--- config.mk ---
export PLATFORM = sky130hd
export DESIGN_NAME = sram_fifo_ctrl
export DESIGN_NICKNAME = d
export VERILOG_FILES = /design/src/rtl/sram_fifo_ctrl.sv
export SDC_FILE = /design/constraint.sdc
export NUM_CORES = 1
export LEC_CHECK = 0
export CAP_MARGIN = 20
export CORE_ASPECT_RATIO = 0.8
export CORE_MARGIN = 2
export CORE_UTILIZATION = 40
export DETAILED_ROUTE_END_ITERATION = 6
export PLACE_DENSITY = 0.85
export REMOVE_ABC_BUFFERS = 1
export SETUP_SLACK_MARGIN = 0.15
export SLEW_MARGIN = 20
export SYNTH_ARGS = -nofsm -noshare
export SYNTH_HDL_FRONTEND = slang
export SYNTH_SLANG_ARGS = --single-unit
export TNS_END_PERCENT = 50
--- constraint.sdc ---
create_clock -name clk_i -period 6.5 [get_ports clk_i]
set_clock_uncertainty 0.2 [all_clocks]
set_input_delay 1.3 -clock clk_i [delete_from_list [all_inputs] [get_ports clk_i]]
set_output_delay 1.3 -clock clk_i [all_outputs]
set_load 0.03 [all_outputs]
--- src/rtl/sram_fifo_ctrl.sv ---
// Show-ahead FIFO controller in front of a 1-cycle-latency dual-port SRAM.
// One output holding stage sits after the SRAM, so capacity is DEPTH+1.
module sram_fifo_ctrl #(
  parameter int WIDTH  = 8,
  parameter int DEPTH  = 8,
  parameter int ADDR_W = $clog2(DEPTH)
) (
  input  logic                        clk_i,
  input  logic                        rst_i,
  input  logic                        flush_i,
  input  logic                        push_valid_i,
  output logic                        push_ready_o,
  input  logic [WIDTH-1:0]            push_data_i,
  output logic                        pop_valid_o,
  input  logic                        pop_ready_i,
  output logic [WIDTH-1:0]            pop_data_o,
  output logic                        mem_wen_o,
  output logic [ADDR_W-1:0]           mem_waddr_o,
  output logic [WIDTH-1:0]            mem_wdata_o,
  output logic                        mem_ren_o,
  output logic [ADDR_W-1:0]           mem_raddr_o,
  input  logic [WIDTH-1:0]            mem_rdata_i,
  output logic [$clog2(DEPTH+2)-1:0]  count_o,
  output logic                        full_o,
  output logic                        empty_o
);
  localparam int CW = $clog2(DEPTH + 2);

  logic [ADDR_W-1:0] wr_ptr, rd_ptr;
  logic [CW-1:0]     mem_cnt;
  logic              out_valid;
  logic              act, push_fire, pop_fire, rd_issue;

  function automatic logic [ADDR_W-1:0] ptr_inc(input logic [ADDR_W-1:0] p);
    return (p == ADDR_W'(DEPTH - 1)) ? '0 : p + 1'b1;
  endfunction

  // flush (and reset) silence every fire and memory enable in the same cycle
  assign act          = !flush_i && !rst_i;
  assign push_ready_o = (mem_cnt != CW'(DEPTH));
  assign push_fire    = push_valid_i && push_ready_o && act;
  assign pop_fire     = out_valid && pop_ready_i && act;
  // refill the output stage whenever it is empty or being drained this cycle
  assign rd_issue     = (mem_cnt != '0) && (!out_valid || pop_fire) && act;

  assign mem_wen_o   = push_fire;
  assign mem_waddr_o = wr_ptr;
  assign mem_wdata_o = push_data_i;
  assign mem_ren_o   = rd_issue;
  assign mem_raddr_o = rd_ptr;

  assign pop_valid_o = out_valid;
  assign pop_data_o  = mem_rdata_i;   // SRAM holds rdata while ren is low
  assign count_o     = mem_cnt + CW'(out_valid);
  assign full_o      = !push_ready_o;
  assign empty_o     = (count_o == '0);

  always_ff @(posedge clk_i or posedge rst_i) begin
    if (rst_i) begin
      wr_ptr    <= '0;
      rd_ptr    <= '0;
      mem_cnt   <= '0;
      out_valid <= 1'b0;
    end else if (flush_i) begin
      wr_ptr    <= '0;
      rd_ptr    <= '0;
      mem_cnt   <= '0;
      out_valid <= 1'b0;
    end else begin
      if (push_fire) wr_ptr <= ptr_inc(wr_ptr);
      if (rd_issue)  rd_ptr <= ptr_inc(rd_ptr);
      case ({push_fire, rd_issue})
        2'b10:   mem_cnt <= mem_cnt + CW'(1);
        2'b01:   mem_cnt <= mem_cnt - CW'(1);
        default: mem_cnt <= mem_cnt;
      endcase
      if (rd_issue)      out_valid <= 1'b1;
      else if (pop_fire) out_valid <= 1'b0;
    end
  end
endmodule
# Yosys cells after proc, flatten, opt, wreduce, memory -nomap -nowiden
# Index checks and enable logic that the tools add are counted.
# classes
addsub,5
muxes,11
n_reduce_logical,18
n_eq_ne,5
# op_table
op,n
$mux 3,6
$pmux 4 s2,1
$logic_and 1x1->1,7
$add 3x1->3 const B,2
$eq 3x3->1 const B,2
$reduce_bool 3->1,2
$add 4x1->4,1
$add 4x1->4 const B,1
$logic_not 1->1,4
$logic_not 4->1,1
$mux 4,1
$ne 4x4->1 const B,1
$reduce_bool 2->1,2
$reduce_bool 4->1,1
$sub 4x1->4 const B,1
$mux 1,3
$eq 2x1->1 const B,1
$eq 2x2->1 const B,1
$logic_or 1x1->1,1
# totals
elab_cells,43
in_bits,21
ff_bits,11
output_inout_bits,32

# Longest topological paths before layout
# Gate-level depths: netlist (run 1).
# logic_depth
word_depth,9
mapped_depth,11
mapped_depth_nobuf,10

# Least setup slack after synthesis (run 1)
# Ideal clock, no wire load.
# synth_path
path_kind,flip-flop to output port
start,register out_valid (netlist: pop_valid_o)
end,output empty_o
path_slack_ns,2.802
path_buffers,0
arrival_ns,2.198
t_required_ns,5.000
stages_incl_launch_ff,5
path_cell_list,dfrtp_1 ha_1 ha_1 xor2_1 nor4_1
# synth_between
elab_chain_len,2
# synth_rtl
item,line_no,rtl
start: declaration,31,logic out_valid;
start signal: assignment,63,out_valid <= 1'b0;
start signal: assignment,68,out_valid <= 1'b0;
start signal: assignment,77,if (rd_issue) out_valid <= 1'b1;
$add 4x1->4,54,assign count_o = mem_cnt + CW'(out_valid);
via count_o[2],23,"output logic [$clog2(DEPTH+2)-1:0] count_o,"
$logic_not 4->1,56,assign empty_o = (count_o == '0);
end: declaration,25,output logic empty_o
# The timed path passes the listed nets, and every way through them passes these cells.

# Worst setup path after layout (run 1)
# layout_path
start,input flush_i
end,output mem_ren_o
# layout_between
elab_chain_len,6
# layout_rtl
item,line_no,rtl
start: declaration,10,"input logic flush_i,"
$logic_not 1->1 *,39,assign act = !flush_i && !rst_i;
$logic_and 1x1->1 *,39,
$logic_and 1x1->1,42,assign pop_fire = out_valid && pop_ready_i && act;
$logic_or 1x1->1,44,assign rd_issue = (mem_cnt != '0) && (!out_valid || pop_fire) && act;
$logic_and 1x1->1,44,
$logic_and 1x1->1 *,44,
end: declaration,20,"output logic mem_ren_o,"
# Mark *: on every way between the ends. The rest lies on a longest branch, timed or not.

==> results of run 1 <==
==> worst max-delay path, delay by kind of cell <==
| kind | cells | cell delay (ns) |
|---|---|---|
| buf+inv | 3 | 1.37 |
| simple gates | 1 | 0.82 |
==> power by group through the flow <==
stage               Sequential [W]  Clock (W)  Combinational, W
floorplan                 0.000127          0          0.000163
global placement          0.000118          0          0.000265
detailed placement        0.000120          0          0.000274
CTS                       0.000118  0.0000502          0.000275
global route              0.000122  0.0000532          0.000289
finish                    0.000119  0.0000494          0.000273
==> kinds of logic (layout without fill, tap and decap cells) <==
group	Yosys count	count (layout)	share of synthesized area
adder cells (fa/ha/maj)	9	9	0.137
AND/OR/NAND/NOR	32	32	0.206
XOR/XNOR	4	4	0.0400
multiplexers	2	2	0.0300
buffers and inverters	23	29	0.203
flip-flops	11	11	0.314
AO/OA/AOI/OAI	9	9	0.0700
==> synth_stat cells, types with 2 or more instances <==
cell type / instances / area, um2
o31ai_1: 2 / 15.0
a22o_1: 2 / 17.5
xnor2_1: 2 / 17.5
nor2_1: 3 / 11.3
nand3b_1: 5 / 37.5
nand3_1: 3 / 15.0
nor4_1: 2 / 12.5
buf_4: 16 / 120
a21oi_1: 2 / 10.0
dfrtp_1: 11 / 275
ha_1: 8 / 100
nand2_1: 11 / 41.3
xor2_1: 2 / 17.5
inv_1: 3 / 11.3
==> path summary, 6_finish.rpt <==
kind | slack (ns) | depth (start not counted) | endpoint
hold reg to reg | 0.32 | 1 | mem_waddr_o[0]
hold / removal | 0.32 | 1 | mem_waddr_o[0]
max in group asynchronous | 4.55 | 2 | mem_waddr_o[1]
min in group asynchronous | 1.24 | 2 | pop_valid_o
setup / recovery | 1.51 | 4 | mem_ren_o
setup reg to reg | 3.51 | 9 | mem_cnt[3]
==> sequential cells by signal, indices dropped and copies added (netlist names) <==
name and cells:
mem_raddr_o 3, pop_valid_o 1, mem_waddr_o 3, mem_cnt 4
==> routing by layer <==
metal  part of all wire  global-route usage
met4              0.015              0.0905
met2               0.45               0.249
met5                  0                   0
met1               0.44               0.181
met3              0.092              0.0938
==> cells in the final DEF (no fill, tap or decap) <==
master	instances
a21oi_1	2
a22o_1	2
a31oi_1	1
clkbuf_1	1
clkbuf_4	3
clkdlybuf4s50_1	20
clkinv_8	1
dfrtp_1	11
fa_1	1
ha_1	8
inv_1	3
inv_2	1
mux2_2	1
mux2_4	1
nand2_1	11
nand3_1	3
nand3_2	1
nand3b_1	5
nand4bb_1	1
nor2_1	3
nor2_2	1
nor2b_1	1
nor3_1	1
nor4_1	2
o211ai_1	1
o21ai_0	1
o31ai_1	2
or2_2	1
or4_1	1
or4b_1	1
xnor2_1	2
xor2_1	2
==> stage by stage <==
| step | cell area (um2) | hold WS, ns | setup slack, ns | total power, W |
|---|---|---|---|---|
| floorplan | 729 | 0.348 | 2.80 | 0.000290 |
| global placement | 961 | 0.309 | 1.57 | 0.000383 |
| detailed placement | 961 | 0.318 | 1.52 | 0.000394 |
| CTS | 987 | 0.326 | 1.51 | 0.000444 |
| global route | 987 | 0.358 | 1.44 | 0.000464 |
| finish | 987 | 0.322 | 1.51 | 0.000442 |
==> layout make-up <==
cell class              instances  area [um2]  area share
inverters                       5        31.3      0.0317
multi-input cells              56         423       0.428
clock buffers                   4        26.3      0.0266
flip-flops and latches         11         275       0.279
repair buffers                 20         200       0.203
well taps                      25        31.3      0.0317
==> flow_summary.yaml, run 1 <==
timing:
  relSlewSlack: 0.700
  fin_crit_ns: 4.99
  hold_viol: 0
  setup_tns_ns: 0
  setup_violations: 0
  timing.final.crit_share: 0.768
  tightest_slew_ns: 0.450
  rsz0062_at_grt: "no"
  fmax_mhz: 200
  drv_slew: 0
global_route:
  antenna_found_initial: 0
  overflow: 0
  grt_pass1_wl_um: 3060
  grt_pass1_vias: 656
  track_usage: 0.163
  grt_max_degree: 12
synthesis:
  ys_seq_elements: 11
  syn_area_per_cell_um2: 9.73
  synthFlopType: "dfrtp_1"
  async_flop_share: 1.00
  yosysSeqAreaShare: 0.314
  synth_cells: 90
  synth_edf_count: 0
  synthesis.area_um2: 876
  synth.distinct_cells: 32
  yosysWarnings: 0
critical_path:
  worstPathRequired_ns: 5.00
  slowest_delay_ns: 0.82
  r2r_start: "mem_cnt[1]"
  critPathLaunch: "flush_i"
  cpMostUsedCell: "clkdlybuf4s50_1"
  cpMaxStageDelayCell: "or4_1"
  arrival_ns: 3.49
  crit_type: "primary input to output pin"
  crit_chain: "clkdlybuf4s50_1 > or4_1 > clkinv_8 > clkdlybuf4s50_1"
  cp-end-kind: "output pin"
  path_max_fanout: 10
  start_kind: "primary input"
clocking:
  cts_resized: 0
  cts_made_buffers: 3
  cts_tree: "done"
  clk_latency_ns: 0.28
  post_cts.repair.setup_buffers: 0
  root_buffer: "clkbuf_4"
  cts_hold_buf: 0
  cts.sinks: 11
  clkTransAtPathRegs_ns: 0.07
  htree_levels: 1
  cts.path.max_buffers: 2
final_layout:
  area_delta_synth_final_pct: 12.7
  fillCellCount: 203
  diodes: 0
  stdcell_count: 121
  fin_util: 0.465
  fin_nets: 127
  drive_gt1_frac: 0.104
drt:
  vias: 678
  routedWlPerCell_um: 16.4
  via_per_inst: 5.60
  drtIter0Drc: 19
  ant_nets: 0
  wirelength_um: 1980
  drc: 0
  firstDrtPassIters: 4
placed_design:
  dp_hpwl_um: 1530
  io_buffers: 20
  place_congestion: 0.841
  dpl.cell_count: 117
job:
  maxCapViolCount: 0
die:
  fp-row-count: 15
  start_util: 0.413
  dieHeight_um: 45.9
  die-width_um: 56.3
  dieArea_um2: 2580
  core_area_um2: 2120
  io_pins: 53
worst_hold_path:
  min_from: "mem_waddr_o[0]"
  hold_class: "register to register"
power_and_ir_drop:
  clockPowerShare: 0.112
  seq_power_share: 0.270
  p_leak_nw: 0.491
  netSwitchingFraction: 0.480
  p_sw_w: 0.000212
  powerDensity_nw_per_um2: 447
  p_comb_frac: 0.619
  vdd_drop_max_mv: 0.287
  cell_internal_pwr_w: 0.000229
outcome:
  status: "completed"
(Power assumes the default switching activity.)
==> inputs of run 2 (changes only) <==
--- a/config.mk
+++ b/config.mk
@@ -8,9 +8,9 @@
 export CAP_MARGIN = 20
 export CORE_ASPECT_RATIO = 0.8
 export CORE_MARGIN = 2
-export CORE_UTILIZATION = 40
+export CORE_UTILIZATION = 33
 export DETAILED_ROUTE_END_ITERATION = 6
-export PLACE_DENSITY = 0.85
+export PLACE_DENSITY = 0.75
 export REMOVE_ABC_BUFFERS = 1
 export SETUP_SLACK_MARGIN = 0.15
 export SLEW_MARGIN = 20
==> constraint.sdc (replaced) <==
create_clock -name clk_i -period 4.55 [get_ports clk_i]
set_clock_uncertainty 0.2 [all_clocks]
set_input_delay 0.91 -clock clk_i [delete_from_list [all_inputs] [get_ports clk_i]]
set_output_delay 0.91 -clock clk_i [all_outputs]
set_load 0.03 [all_outputs]
==> run 2 against run 1 <==
First-iteration DRC count up 11%. Critical path depth unchanged. Routed wire length down 3.9%. Combinational power up 42%. Count of clock-buffer cells in the layout unchanged. Die area up 19%. Via count down 0.88%. Global-route usage down 3.2 points. Clock power up 42%.
==> flow_summary.yaml, run 2 (synthesized netlist as in run 1, its figures left out) <==
outcome:
  status: "completed"
critical_path:
  crit_buf_inv: 3
  start_kind: "primary input"
  slowest_delay_ns: 0.78
  cpMaxStageDelayCell: "or4_1"
  crit_type: "primary input to output pin"
  cpMostUsedCell: "clkdlybuf4s50_1"
  arrival_ns: 2.95
  path_max_fanout: 8
  worstPathRequired_ns: 3.44
  cp_top_family: "buffers and inverters"
  crit_chain: "clkdlybuf4s50_1 > or4_1 > clkinv_8 > clkdlybuf4s50_1"
  cp-end-kind: "output pin"
timing:
  fmax_mhz: 246
  hold_viol: 0
  timing.final.crit_share: 0.893
  setup_violations: 0
  drv_slew: 0
  rsz0062_at_grt: "no"
  tightest_slew_ns: 0.453
  fin_crit_ns: 4.06
  relSlewSlack: 0.698
  setup_tns_ns: 0
final_layout:
  drive_gt1_frac: 0.113
  fillCellCount: 267
  fin_nets: 128
  layout_commonest_cell: "clkdlybuf4s50_1"
  area_delta_synth_final_pct: 15.1
  largest_reg_flops: 4
  diodes: 0
  design_area_um2: 1010
  layout_common_cells: "clkdlybuf4s50_1, nand2_1, dfrtp_1, ha_1, nand3b_1"
  top_register: "mem_cnt"
global_route:
  grt_max_degree: 12
  track_usage: 0.131
  antenna_found_initial: 0
  grt_pass1_vias: 679
  grt_pass1_wl_um: 2900
  overflow: 0
power_and_ir_drop:
  clockPowerShare: 0.113
  powerDensity_nw_per_um2: 619
  seq_power_share: 0.267
  p_comb_frac: 0.620
  p_sw_w: 0.000297
  netSwitchingFraction: 0.475
  p_leak_nw: 0.496
  cell_internal_pwr_w: 0.000328
  vdd_drop_max_mv: 0.194
placed_design:
  io_buffers: 20
  dpl-instance-area_um2: 982
  dp_hpwl_um: 1430
  place_congestion: 0.768
clocking:
  cts_tree: "done"
  clk_latency_ns: 0.27
  cts_hold_buf: 0
  htree_levels: 1
  root_buffer: "clkbuf_4"
  cts_made_buffers: 3
  cts.sinks: 11
  post_cts.repair.setup_buffers: 0
  clkTransAtPathRegs_ns: 0.07
  cts_resized: 0
  cts.path.max_buffers: 2
drt:
  drtIter0Drc: 21
  vias: 672
  routedWlPerCell_um: 14.3
  via_per_inst: 5.05
  firstDrtPassIters: 4
  wirelength_um: 1900
  ant_nets: 0
  drc: 0
die:
  die-width_um: 61.6
  core_area_um2: 2480
  fp-row-count: 16
  dieHeight_um: 50.1
  io_pins: 53
  start_util: 0.353
  dieArea_um2: 3080
worst_hold_path:
  hold_class: "register to register"
job:
  maxCapViolCount: 0
==> run 2: cell types whose count changed in the layout (fill, tap and decap cells not counted) <==
| cell | delta |
|---|---|
| buf_4 | +1 |
==> run 2: per-stage QoR <==
step	hold WS [ns]	utilization	total power (W)	std cells	setup slack, ns
after detailed placement	0.323	0.396	0.000558	129	0.500
after CTS	0.330	0.406	0.000632	133	0.489
after global placement	0.302	0.396	0.000543	129	0.518
after floorplan	0.348	-	0.000414	72	1.24
after global routing	0.347	0.406	0.000665	133	0.430
final	0.323	0.406	0.000624	133	0.487
==> run 2: worst paths after layout <==
check / end / from / slack, ns / cells after the start
max in group asynchronous: mem_waddr_o[0] / rst_i / 3.02 / 2
worst min-delay path: mem_waddr_o[0] / mem_waddr_o[0] / 0.32 / 1
min in group asynchronous: mem_raddr_o[2] / rst_i / 0.83 / 2
worst min register to register: mem_waddr_o[0] / mem_waddr_o[0] / 0.32 / 1
worst max-delay path: mem_ren_o / flush_i / 0.49 / 4
worst max register to register: mem_cnt[3] / mem_cnt[1] / 1.60 / 9
==> run 2: cell type report <==
| cell class | instances | area (um2) | area share |
|---|---|---|---|
| multi-input combinational | 56 | 423 | 0.419 |
| sequential | 11 | 275 | 0.273 |
| timing repair buffer | 21 | 208 | 0.206 |
| tap | 36 | 45.0 | 0.0447 |
| inverter | 5 | 31.3 | 0.0310 |
| clock buffer | 4 | 26.3 | 0.0261 |
==> run 2: power groups by stage <==
stage	Combinational (W)	Clock (W)	Sequential, W
2_1_floorplan	0.000233	0	0.000181
3_3_place_gp	0.000377	0	0.000166
3_5_place_dp	0.000389	0	0.000169
4_1_cts	0.000392	0.0000731	0.000168
5_1_grt	0.000414	0.0000760	0.000174
6_report	0.000387	0.0000703	0.000167
==> run 2: per-layer routing <==
layer	track usage	vias up	share of wire
met5	0	-	0
met4	0.0390	0	0
met1	0.167	318	0.45
met2	0.154	46	0.40
li1	-	308	-
met3	0.123	0	0.15
